`src/rtl/sram_bist_if.sv`:
```
// SRAM BIST port bundle between the March C- controller and the memory macro.
interface sram_bist_if #(
  parameter int ADDR_W = 9,
  parameter int DATA_W = 32
);
  logic              bist_en;
  logic              bist_men;
  logic              bist_wen;
  logic              bist_ren;
  logic [ADDR_W-1:0] bist_addr;
  logic [DATA_W-1:0] bist_din;
  logic [DATA_W-1:0] bist_bm;
  logic [DATA_W-1:0] bist_dout;

  modport master (
    output bist_en, bist_men, bist_wen, bist_ren, bist_addr, bist_din, bist_bm,
    input  bist_dout
  );

  modport slave (
    input  bist_en, bist_men, bist_wen, bist_ren, bist_addr, bist_din, bist_bm,
    output bist_dout
  );
endinterface

```
`src/rtl/sram_bist_ctrl.sv`:
```
// March C- BIST sequencer for a single-port SRAM; aborts on the first mismatch
// and reports the failing address and March element.
//
// state | meaning
// IDLE  | waiting for start, SRAM port quiet
// M0    | up(w0), one write per cycle
// M1    | up(r0,w1), read cycle then compare+write cycle per address
// M2    | up(r1,w0)
// M3    | down(r0,w1)
// M4    | down(r1,w0)
// M5    | up(r0), pipelined: each cycle reads one address, checks the previous
// TAIL  | checks the final M5 read
// DONE  | one-cycle done pulse, result visible
module sram_bist_ctrl #(
  parameter int ADDR_W = 9,
  parameter int DATA_W = 32,
  parameter int DEPTH  = 512
) (
  input  logic              clk,
  input  logic              rst_n,
  input  logic              start,
  output logic              busy,
  output logic              done,
  output logic              pass,
  output logic [ADDR_W-1:0] fail_addr,
  output logic [2:0]        fail_elem,
  sram_bist_if.master       bist
);

  typedef enum logic [3:0] {
    IDLE, M0, M1, M2, M3, M4, M5, TAIL, DONE
  } state_t;

  localparam logic [ADDR_W-1:0] LAST_ADDR = ADDR_W'(DEPTH - 1);

  state_t            state, state_nxt;
  logic [ADDR_W-1:0] addr, addr_nxt;
  logic              phase, phase_nxt;
  logic              rd_pend;
  logic [ADDR_W-1:0] rd_addr;

  logic              up;
  logic [2:0]        elem;
  logic [DATA_W-1:0] rd_exp;
  logic [DATA_W-1:0] wr_data;
  state_t            elem_next;
  logic [ADDR_W-1:0] elem_next_addr;
  logic              at_last;
  logic [ADDR_W-1:0] addr_step;

  logic              test;
  logic              wen;
  logic              ren;
  logic              mismatch;
  logic [ADDR_W-1:0] cmp_addr;

  // Per-element direction, data polarity and successor.
  always_comb begin
    up             = 1'b1;
    elem           = 3'd0;
    rd_exp         = '0;
    wr_data        = '0;
    elem_next      = IDLE;
    elem_next_addr = '0;
    case (state)
      M0: begin
        elem_next = M1;
      end
      M1: begin
        elem      = 3'd1;
        wr_data   = '1;
        elem_next = M2;
      end
      M2: begin
        elem           = 3'd2;
        rd_exp         = '1;
        elem_next      = M3;
        elem_next_addr = LAST_ADDR;
      end
      M3: begin
        up             = 1'b0;
        elem           = 3'd3;
        wr_data        = '1;
        elem_next      = M4;
        elem_next_addr = LAST_ADDR;
      end
      M4: begin
        up        = 1'b0;
        elem      = 3'd4;
        rd_exp    = '1;
        elem_next = M5;
      end
      M5, TAIL: begin
        elem      = 3'd5;
        elem_next = TAIL;
      end
      default: ;
    endcase
  end

  assign at_last   = up ? (addr == LAST_ADDR) : (addr == '0);
  assign addr_step = up ? (addr + 1'b1) : (addr - 1'b1);

  always_ff @(posedge clk) begin
    if (!rst_n) state <= IDLE;
    else        state <= state_nxt;
  end

  always_comb begin
    state_nxt = state;
    addr_nxt  = addr;
    phase_nxt = phase;
    test      = 1'b0;
    wen       = 1'b0;
    ren       = 1'b0;
    mismatch  = 1'b0;
    cmp_addr  = addr;
    case (state)
      IDLE: begin
        if (start) begin
          state_nxt = M0;
          addr_nxt  = '0;
          phase_nxt = 1'b0;
        end
      end
      M0: begin
        test = 1'b1;
        wen  = 1'b1;
        if (at_last) begin
          state_nxt = elem_next;
          addr_nxt  = elem_next_addr;
        end else begin
          addr_nxt = addr_step;
        end
      end
      M1, M2, M3, M4: begin
        test = 1'b1;
        if (!phase) begin
          ren       = 1'b1;
          phase_nxt = 1'b1;
        end else begin
          phase_nxt = 1'b0;
          mismatch  = (bist.bist_dout != rd_exp);
          // a failing cell is left untouched so it can be inspected afterwards
          wen       = !mismatch;
          if (mismatch) begin
            state_nxt = DONE;
          end else if (at_last) begin
            state_nxt = elem_next;
            addr_nxt  = elem_next_addr;
          end else begin
            addr_nxt = addr_step;
          end
        end
      end
      M5: begin
        test     = 1'b1;
        ren      = 1'b1;
        cmp_addr = rd_addr;
        mismatch = rd_pend && (bist.bist_dout != rd_exp);
        if (mismatch)     state_nxt = DONE;
        else if (at_last) state_nxt = TAIL;
        else              addr_nxt  = addr_step;
      end
      TAIL: begin
        test      = 1'b1;
        cmp_addr  = rd_addr;
        mismatch  = (bist.bist_dout != rd_exp);
        state_nxt = DONE;
      end
      DONE: begin
        state_nxt = IDLE;
      end
      default: begin
        state_nxt = IDLE;
      end
    endcase
  end

  always_ff @(posedge clk) begin
    if (!rst_n) begin
      addr      <= '0;
      phase     <= 1'b0;
      rd_pend   <= 1'b0;
      rd_addr   <= '0;
      pass      <= 1'b0;
      fail_addr <= '0;
      fail_elem <= '0;
    end else begin
      addr    <= addr_nxt;
      phase   <= phase_nxt;
      rd_pend <= (state == M5);
      rd_addr <= addr;
      if (state == IDLE && start) begin
        pass      <= 1'b0;
        fail_addr <= '0;
        fail_elem <= '0;
      end
      if (mismatch) begin
        fail_addr <= cmp_addr;
        fail_elem <= elem;
      end else if (state == TAIL) begin
        pass <= 1'b1;
      end
    end
  end

  assign busy = test;
  assign done = (state == DONE);

  assign bist.bist_en   = test;
  assign bist.bist_men  = test;
  assign bist.bist_wen  = wen;
  assign bist.bist_ren  = ren;
  assign bist.bist_addr = test ? addr : '0;
  assign bist.bist_din  = test ? wr_data : '0;
  assign bist.bist_bm   = test ? '1 : '0;

endmodule

```
`src/flat_wrapper.sv`:
```
// flat-port wrapper written by rule: the top's interface ports become plain ports
module sram_bist_ctrl_flat 
#(
  parameter int ADDR_W = 9,
  parameter int DATA_W = 32,
  parameter int DEPTH  = 512
)
  (clk, rst_n, start, busy, done, pass, fail_addr, fail_elem, bist_bist_en, bist_bist_men, bist_bist_wen, bist_bist_ren, bist_bist_addr, bist_bist_din, bist_bist_bm, bist_bist_dout);
  sram_bist_if #(.ADDR_W(ADDR_W), .DATA_W(DATA_W)) bist_i ();
  input  logic clk;
  input  logic rst_n;
  input  logic start;
  output logic busy;
  output logic done;
  output logic pass;
  output logic [ADDR_W-1:0] fail_addr;
  output logic [2:0] fail_elem;
  output wire logic [$bits(bist_i.bist_en)-1:0] bist_bist_en;
  output wire logic [$bits(bist_i.bist_men)-1:0] bist_bist_men;
  output wire logic [$bits(bist_i.bist_wen)-1:0] bist_bist_wen;
  output wire logic [$bits(bist_i.bist_ren)-1:0] bist_bist_ren;
  output wire logic [$bits(bist_i.bist_addr)-1:0] bist_bist_addr;
  output wire logic [$bits(bist_i.bist_din)-1:0] bist_bist_din;
  output wire logic [$bits(bist_i.bist_bm)-1:0] bist_bist_bm;
  input wire logic [$bits(bist_i.bist_dout)-1:0] bist_bist_dout;
  assign bist_bist_en = bist_i.bist_en;
  assign bist_bist_men = bist_i.bist_men;
  assign bist_bist_wen = bist_i.bist_wen;
  assign bist_bist_ren = bist_i.bist_ren;
  assign bist_bist_addr = bist_i.bist_addr;
  assign bist_bist_din = bist_i.bist_din;
  assign bist_bist_bm = bist_i.bist_bm;
  assign bist_i.bist_dout = bist_bist_dout;
  sram_bist_ctrl #(.ADDR_W(ADDR_W), .DATA_W(DATA_W), .DEPTH(DEPTH)) u_core (.clk(clk), .rst_n(rst_n), .start(start), .busy(busy), .done(done), .pass(pass), .fail_addr(fail_addr), .fail_elem(fail_elem), .bist(bist_i));
endmodule
```
`config.mk`:
```
export PLATFORM = sky130hd
export DESIGN_NAME = sram_bist_ctrl_flat
export DESIGN_NICKNAME = d
export VERILOG_FILES = /design/src/rtl/sram_bist_if.sv /design/src/rtl/sram_bist_ctrl.sv /design/src/flat_wrapper.sv
export SDC_FILE = /design/constraint.sdc
export NUM_CORES = 1
export LEC_CHECK = 0
export ABC_AREA = 0
export CAP_MARGIN = 20
export CELL_PAD_IN_SITES_DETAIL_PLACEMENT = 2
export CELL_PAD_IN_SITES_GLOBAL_PLACEMENT = 2
export CORE_MARGIN = 2
export CORE_UTILIZATION = 23
export DETAILED_ROUTE_END_ITERATION = 8
export PLACE_DENSITY = 0.83
export SLEW_MARGIN = 20
export SYNTH_ARGS = -nofsm -noshare
export SYNTH_HDL_FRONTEND = slang
export SYNTH_SLANG_ARGS = --single-unit
export TNS_END_PERCENT = 1
```
`constraint.sdc`:
```
create_clock -name clk -period 3.8 [get_ports clk]
set_input_delay 0.76 -clock clk [delete_from_list [all_inputs] [get_ports clk]]
set_output_delay 0.76 -clock clk [all_outputs]
set_load 0.02 [all_outputs]
```
==> reports/qor_table.md <==
| Stage | Quantity | Value |
|---|---|---|
| worst setup path | Kind of start point of the critical path | primary input |
| route | Via-to-Cell Ratio | 4.765 |
| place | Number of I/O port buffers | 126 |
| timing | Period Utilization, post-route | 89.08% |
| clocking | CTS Hold Buffers Added | 0 |
| logic synthesis | Count of yosys warnings during synthesis | 0 |
| route | Number of detailed-route iterations in the first pass | 4 |
| timing | Transition time of the tightest slew-check pin | 0.7820 ns |
| die | DIE AREA | 0.01337 mm^2 |
| route | Remaining number of nets flagged by the antenna check after routing | 0 |
| worst setup path | Number of cells on the worst reg-to-reg path | 6 |
| route | Average routed wire per standard cell | 17.18 um |
| route | DRC errors left | 0 |
| logic synthesis | Share of the yosys chip area belonging to registers | 25.85% |
| worst setup path | Setup crit start | bist_bist_dout[8] |
| timing | Unrepaired setup endpoints after global routing | false |
| logic synthesis | Synth cell types | 46 |
| worst setup path | Critical setup path kind | in2out |
| finish | Fraction of the core area covered by cells at the end of the flow | 33.51% |
| timing | Hold violation count in the final report | 0 |
| status | Status | completed |
| worst setup path | CP Cell Sequence | clkdlybuf4s50_1 -> nor4_1 -> and4_1 -> nand3_1 -> nand2_1 -> o211ai_1 -> o41ai_1 -> dlymetal6s2s_1 |
| clocking | Count of H-tree levels built during CTS | 2 |
| clocking | Library cell used as clock root buffer | sky130_fd_sc_hd__clkbuf_16 |
| timing | Time the final worst path needs with I/O delays and setup | 3.385 ns |
| worst setup path | Critical path endpoint | bist_bist_wen |
| run | Maximum Capacitance Violations | 0 |
| die | Starting density of the core | 23.76% |
| worst setup path | Crit path max fanout | 3 |
| clocking | Clock Tree Buf Depth | 2 |
| timing | Headroom to the max-slew limit | 47.80% |
| die | Number of primary I/O pins | 127 |
| finish | Highest-count cells in the layout ignoring fill and taps | sky130_fd_sc_hd__clkdlybuf4s50_1 (125), sky130_fd_sc_hd__dfxtp_1 (37), sky130_fd_sc_hd__nand2_1 (32) |
| die | CORE AREA | 0.01206 mm^2 |
| finish | Area overhead of the layout relative to synthesis | 41.05% |
| grt | Number of antenna violations at the first check in global routing | 0 |
| clocking | Clock-pin slew of the registers on the worst-case setup and hold paths | 0.05 ns |
| timing | Post-route setup TNS | 0 ns |
| logic synthesis | Asr flop ratio synth | 0% |
| worst setup path | Worst reg2reg path endpoint | u_core.addr[3] |
| power and ir drop | Final Total Pwr | 0.001243 W |
| place | Routability cong. | 0.8130 |
| clocking | TritonCTS clock tree | done |
| route | Initial DRC count | 130 |
| route | Final wirelength | 10.29 mm |
| logic synthesis | Area of the mapped netlist | 0.002865 mm^2 |
| place | Number of instances in the placed design | 591 |
| min path | Hold WC Path Type | reg2reg |
| power and ir drop | Cell Pwr Density | 307.7 mW/mm^2 |
| grt | Number of global-route vias before repair | 2884 |
| grt | Leftover overflow at the end of global routing | 0 |
| die | Die height | 115.6 um |
| clocking | Number of clock sinks seen by CTS | 37 |
| worst setup path | R2R setup slack | 0.64 ns |
| grt | Total track usage | 14.63% |
| timing | Hold Worst Slack | 0.4763 ns |
| timing | Maximum frequency from static timing analysis | 295.4 MHz |
| logic synthesis | Post-synth EDFFs | 0 |
| finish | Ratio of cells with drive above 1 in the final layout | 7.657% |
| finish | Non-filler instance count after layout | 599 |
| clocking | Inserted Clock Buffers | 5 |
| logic synthesis | Total nets after synthesis | 412 |
| timing | Number of max-slew violations in the final report | 0 |
| finish | Count of antenna diodes in the layout | 0 |
| logic synthesis | Cells after Synth | 369 |
| place | Detailed placement HPWL | 7.762 mm |
| grt | Global-route wire length before repair | 15.71 mm |
| worst setup path | Type of destination of the critical path | output port |
| worst setup path | CP required | 3.04 ns |
| worst setup path | Max stage delay cell, worst path | sky130_fd_sc_hd__clkdlybuf4s50_1 |
| clocking | Worst-skew pair later-pin latency | 0.28 ns |
| finish | Commonest non-fill, non-tap cell in the layout | sky130_fd_sc_hd__clkdlybuf4s50_1 |
| worst setup path | Critical path arrival | 2.62 ns |
| timing | Final Skew | 0.006135 ns |
| logic synthesis | Syn Area/Cell | 7.765 um^2 |
| worst setup path | Worst R2R Start | u_core.state[2] |
| grt | Maximum number of pins on one net before global-route repair | 45 |
| power and ir drop | Leakage Power | 1.470 nW |
| finish | Number of nets in the layout | 473 |
| logic synthesis | Number of register bits inferred by synthesis | 37 |
| die | Row Count | 40 |
| worst setup path | CP max stage delay | 0.43 ns |
| route | Total via count in the routed design | 2854 |
| logic synthesis | Most instantiated flip-flop cell in the synthesis netlist | sky130_fd_sc_hd__dfxtp_1 |
| timing | Final count of negative-setup-slack endpoints | 0 |
| power and ir drop | Maximum VDD drop | 135.5 uV |
| die | Die width | 115.6 um |
-- flip-flops by register name, indices dropped and copies added (netlist names) --
signal / cells
u_core.state: 4
u_core.fail_elem: 3
u_core.addr: 9
u_core.rd_pend: 1
u_core.fail_addr: 9
u_core.rd_addr: 9
u_core.phase: 1
u_core.pass: 1
-- logic make-up after synthesis --
family | count (synthesis) | share of synthesized area [%]
XOR/XNOR | 10 | 3.057
AND/OR/NAND/NOR | 144 | 26.73
flip-flops | 37 | 25.85
multiplexers | 9 | 3.450
adder cells (fa/ha/maj) | 8 | 3.755
buffers and inverters | 90 | 20.39
AO/OA/AOI/OAI | 71 | 16.77
-- per-layer routing --
metal	wire length (um)	vias up	share of wire (%)	global-route usage, %
met3	327	8	3.2	1.674
met4	66	0	0.64	2.619
met2	5318	68	52	27.29
met5	0	-	0	0
met1	4576	1413	44	18.27
li1	-	1365	-	-
-- worst max-delay path, delay by kind of cell --
| family | cells | cell delay [ns] |
|---|---|---|
| simple gates | 4 | 0.90 |
| buf+inv | 2 | 0.73 |
| compound gates | 2 | 0.23 |
-- Yosys cell counts, types with 3 or more instances --
master,count,share of area (%)
sky130_fd_sc_hd__buf_4,65,17
sky130_fd_sc_hd__dfxtp_1,37,26
sky130_fd_sc_hd__nand2_1,32,4.2
sky130_fd_sc_hd__a21oi_1,27,4.7
sky130_fd_sc_hd__nor2_1,23,3.0
sky130_fd_sc_hd__and2_1,19,4.1
sky130_fd_sc_hd__clkbuf_1,13,1.7
sky130_fd_sc_hd__and3_1,12,2.6
sky130_fd_sc_hd__nand4_1,12,2.6
sky130_fd_sc_hd__nor4_1,12,2.6
sky130_fd_sc_hd__nand3_1,11,1.9
sky130_fd_sc_hd__o21a_1,11,2.9
sky130_fd_sc_hd__nor3_1,8,1.4
sky130_fd_sc_hd__ha_1,7,3.1
sky130_fd_sc_hd__inv_1,7,0.92
sky130_fd_sc_hd__mux2_2,7,2.8
sky130_fd_sc_hd__o22ai_1,7,1.5
sky130_fd_sc_hd__xnor2_1,5,1.5
sky130_fd_sc_hd__xor2_1,5,1.5
sky130_fd_sc_hd__o211ai_1,4,1.0
sky130_fd_sc_hd__nor2b_1,3,0.66
sky130_fd_sc_hd__o21ai_0,3,0.52
sky130_fd_sc_hd__o41ai_1,3,0.92
sky130_fd_sc_hd__or4_1,3,0.79
-- layout make-up --
type | instances | area (um^2)
fill | 1371 | 8020
multi-input combinational | 242 | 1545
timing repair buffer | 136 | 1339
sequential | 37 | 740.7
tap | 168 | 210.2
clock buffer | 6 | 138.9
clock inverter | 2 | 37.54
inverter | 8 | 30.03
-- worst min path at each step --
| stage | startpoint | endpoint | slack (ns) | cells past startpoint |
|---|---|---|---|---|
| 6_report | u_core.fail_elem[2] | u_core.fail_elem[2] | 0.48 | 2 |
| 5_1_grt | u_core.fail_elem[2] | u_core.fail_elem[2] | 0.50 | 2 |
| 2_1_floorplan | u_core.addr[6] | u_core.rd_addr[6] | 0.52 | 1 |
| 4_1_cts | u_core.fail_elem[2] | u_core.fail_elem[2] | 0.48 | 2 |
| 3_3_place_gp | u_core.fail_elem[2] | u_core.fail_elem[2] | 0.46 | 2 |
| 3_5_place_dp | u_core.fail_elem[2] | u_core.fail_elem[2] | 0.47 | 2 |
-- timing repair --
item,4_1_cts,5_1_grt
endpoints found under the setup margin,0,1
gates resized for setup,0,1
buffers inserted,0,0
-- per-stage QoR --
| stage | setup WS (ns) | cell area, um^2 |
|---|---|---|
| after detailed placement | 0.03954 | 3862 |
| after global routing | 0.2658 | 4041 |
| after global placement | 0.09125 | 3862 |
| after floorplan | 0.1416 | 2865 |
| after CTS | 0.02298 | 4039 |
| final | 0.4151 | 4041 |
-- where the power goes --
part / switching, W / total [W] / leakage (nW) / internal (W)
Combinational: 0.000186 / 0.000347 / 1.09 / 0.000161
Clock: 0.000163 / 0.000490 / 0.0831 / 0.000327
Sequential: 0.0000111 / 0.000406 / 0.299 / 0.000395
Note: power is estimated with default switching activity, not from simulation.
==> variant: new RTL, same settings <==
Put a register stage on the outputs `busy` and `done`, cleared by the reset. The values now appear one clock later. The other outputs are not delayed to match. Comments in the files are not updated.
--- a/src/rtl/sram_bist_ctrl.sv
+++ b/src/rtl/sram_bist_ctrl.sv
@@ -205,8 +205,15 @@
     end
   end
 
-  assign busy = test;
-  assign done = (state == DONE);
+  always_ff @(posedge clk) begin
+    if (!rst_n) begin
+      busy <= '0;
+      done <= '0;
+    end else begin
+      busy <= test;
+      done <= (state == DONE);
+    end
+  end
 
   assign bist.bist_en   = test;
   assign bist.bist_men  = test;
Check against the original RTL: not equivalent (a bounded check fails within 4 cycles, from zero or initial values and one cycle with rst_n low).
==> variant against the original RTL <==
- clock skew down 0.0011 ns
- critical path depth stayed put
- sequential share of layout area up 0.73 points
- sequential cell count is 2 higher
- maximum frequency fell by 4.5%
- cell area rose by 1.4%
- total power down 1.9%
- final cell count is 1.8% higher
- synthesized area is 0.74% higher
- utilization increased by 0.33 points
- via count up 4.0%
- die area up 0.71%
- routed wire length grew 2.3%
- setup slack worse by 0.16 ns
==> variant: results <==
export IMPL_status="complete, no violations"
export IMPL_slowest_delay_ns=0.43
export IMPL_clk_pin_slew_worst_paths_ns=0.06
export IMPL_cp_startpoint="bist_bist_dout[25]"
export IMPL_track_usage_pct=15.3
export IMPL_ir_drop_mv=0.186
export IMPL_fill_cells=1412
export IMPL_crit_slowest_cell="clkdlybuf4s50_1"
export IMPL_grt_use_met2_pct=29.0
export IMPL_nNonClkInverters=9
export IMPL_grt_max_degree=44
export IMPL_hold_worst_slack_ns=0.473
export IMPL_synth_seq_area_share_pct=27.0
export IMPL_netlist_top_cells_count="64 x buf_4, 39 x dfxtp_1, 34 x nand2_1"
export IMPL_num_clock_buffers=5
export IMPL_post_place_ws_ns=-0.0683
export IMPL_placed_cell_area_um2=3920
export IMPL_multi_input_gates=243
export IMPL_power_combinational_mw=0.302
export IMPL_grt_pass1_vias=3110
export IMPL_num_vias=2967
export IMPL_insertion_delay_ns=0.28
export IMPL_layout_nets=485
export IMPL_slew_headroom_pct=39.2
export IMPL_layout_drive_gt1_share_pct=6.56
export IMPL_wl_per_cell_um=17.3
export IMPL_grt_antenna_before_repair=0
export IMPL_grt_pass1_wl_um=16200
export IMPL_syn2layout_area_growth_pct=42.0
export IMPL_multi_input_area_um2=1520
export IMPL_rrSetupSlack_ns=0.85
export IMPL_drt_first_iter_violations=124
export IMPL_signal_buffers=143
export IMPL_met1_usage_pct=17.3
export IMPL_fin_ws_ns=0.257
export IMPL_ff2ff_path_depth=8
export IMPL_r2r_end="u_core.addr[7]$_SDFFE_PN0P_"
export IMPL_buffer_area_share_pct=33.9
export IMPL_h_tree_depth=2
export IMPL_hpwl_um=8070
export IMPL_cp_top_family="simple AND/OR/NAND/NOR gates"
export IMPL_p_sw_mw=0.349
export IMPL_grtUsageMet3_pct=3.71
export IMPL_ys_types=49
export IMPL_place_congestion=0.795
export IMPL_drt_first_pass_iters=4
export IMPL_ys_flop_type="dfxtp_1"
export IMPL_final_clk_cell_share_pct=4.12
export IMPL_ys_async_sr_fraction_pct=0
export IMPL_skew_ns=0.00502
export IMPL_power_frac_seq_pct=35.8
export IMPL_register_area_um2=781
export IMPL_p_leak_nw=1.58
export IMPL_synth_area_um2=2890
export IMPL_synth_area_top_cells="dfxtp_1 27%, buf_4 17%, a21oi_1 4.7%"
export IMPL_seq_cell_count=39
export IMPL_synthesis_nets=417
export IMPL_min_to="u_core.fail_addr[0]$_SDFFE_PN0P_"
export IMPL_hold_path_startpoint="u_core.fail_addr[0]$_SDFFE_PN0P_"
==> variant: changes by cell type after synthesis, sizes merged, moves of 5 or more <==
cell | before | now
and3 | 12 | 3
nor2 | 23 | 17
o21a | 11 | 4
nand3 | 12 | 24
mux2 | 7 | 0
o21ai | 3 | 11
o22ai | 7 | 2
a21o | 0 | 14
==> variant: cells by family after synthesis <==
family	share of synthesized area, %
buf+inv	20.7
xor+xnor	2.12
fa+ha+maj	4.16
simple gates	25.8
compound gates	20.1
flops	27.0
==> variant: per-stage QoR <==
stage               instances  total power [mW]  TNS (ns)
global route              610              1.27         0
detailed placement        602             0.750   -0.0683
global placement          602             0.737  -0.00428
floorplan                 373             0.637         0
finish                    610              1.22         0
CTS                       610              1.23         0
==> variant: routing by layer <==
layer	wire length, µm	vias up
li1	-	1409
met1	4270	1436
met2	5480	114
met3	676	8
met4	97	0
met5	0	-
==> variant: what timing repair did <==
item / 4_1_cts / 5_1_grt
setup endpoints to repair: 1 / 1
endpoints found under the hold margin: 0 / 0
resized for setup: 1 / 1
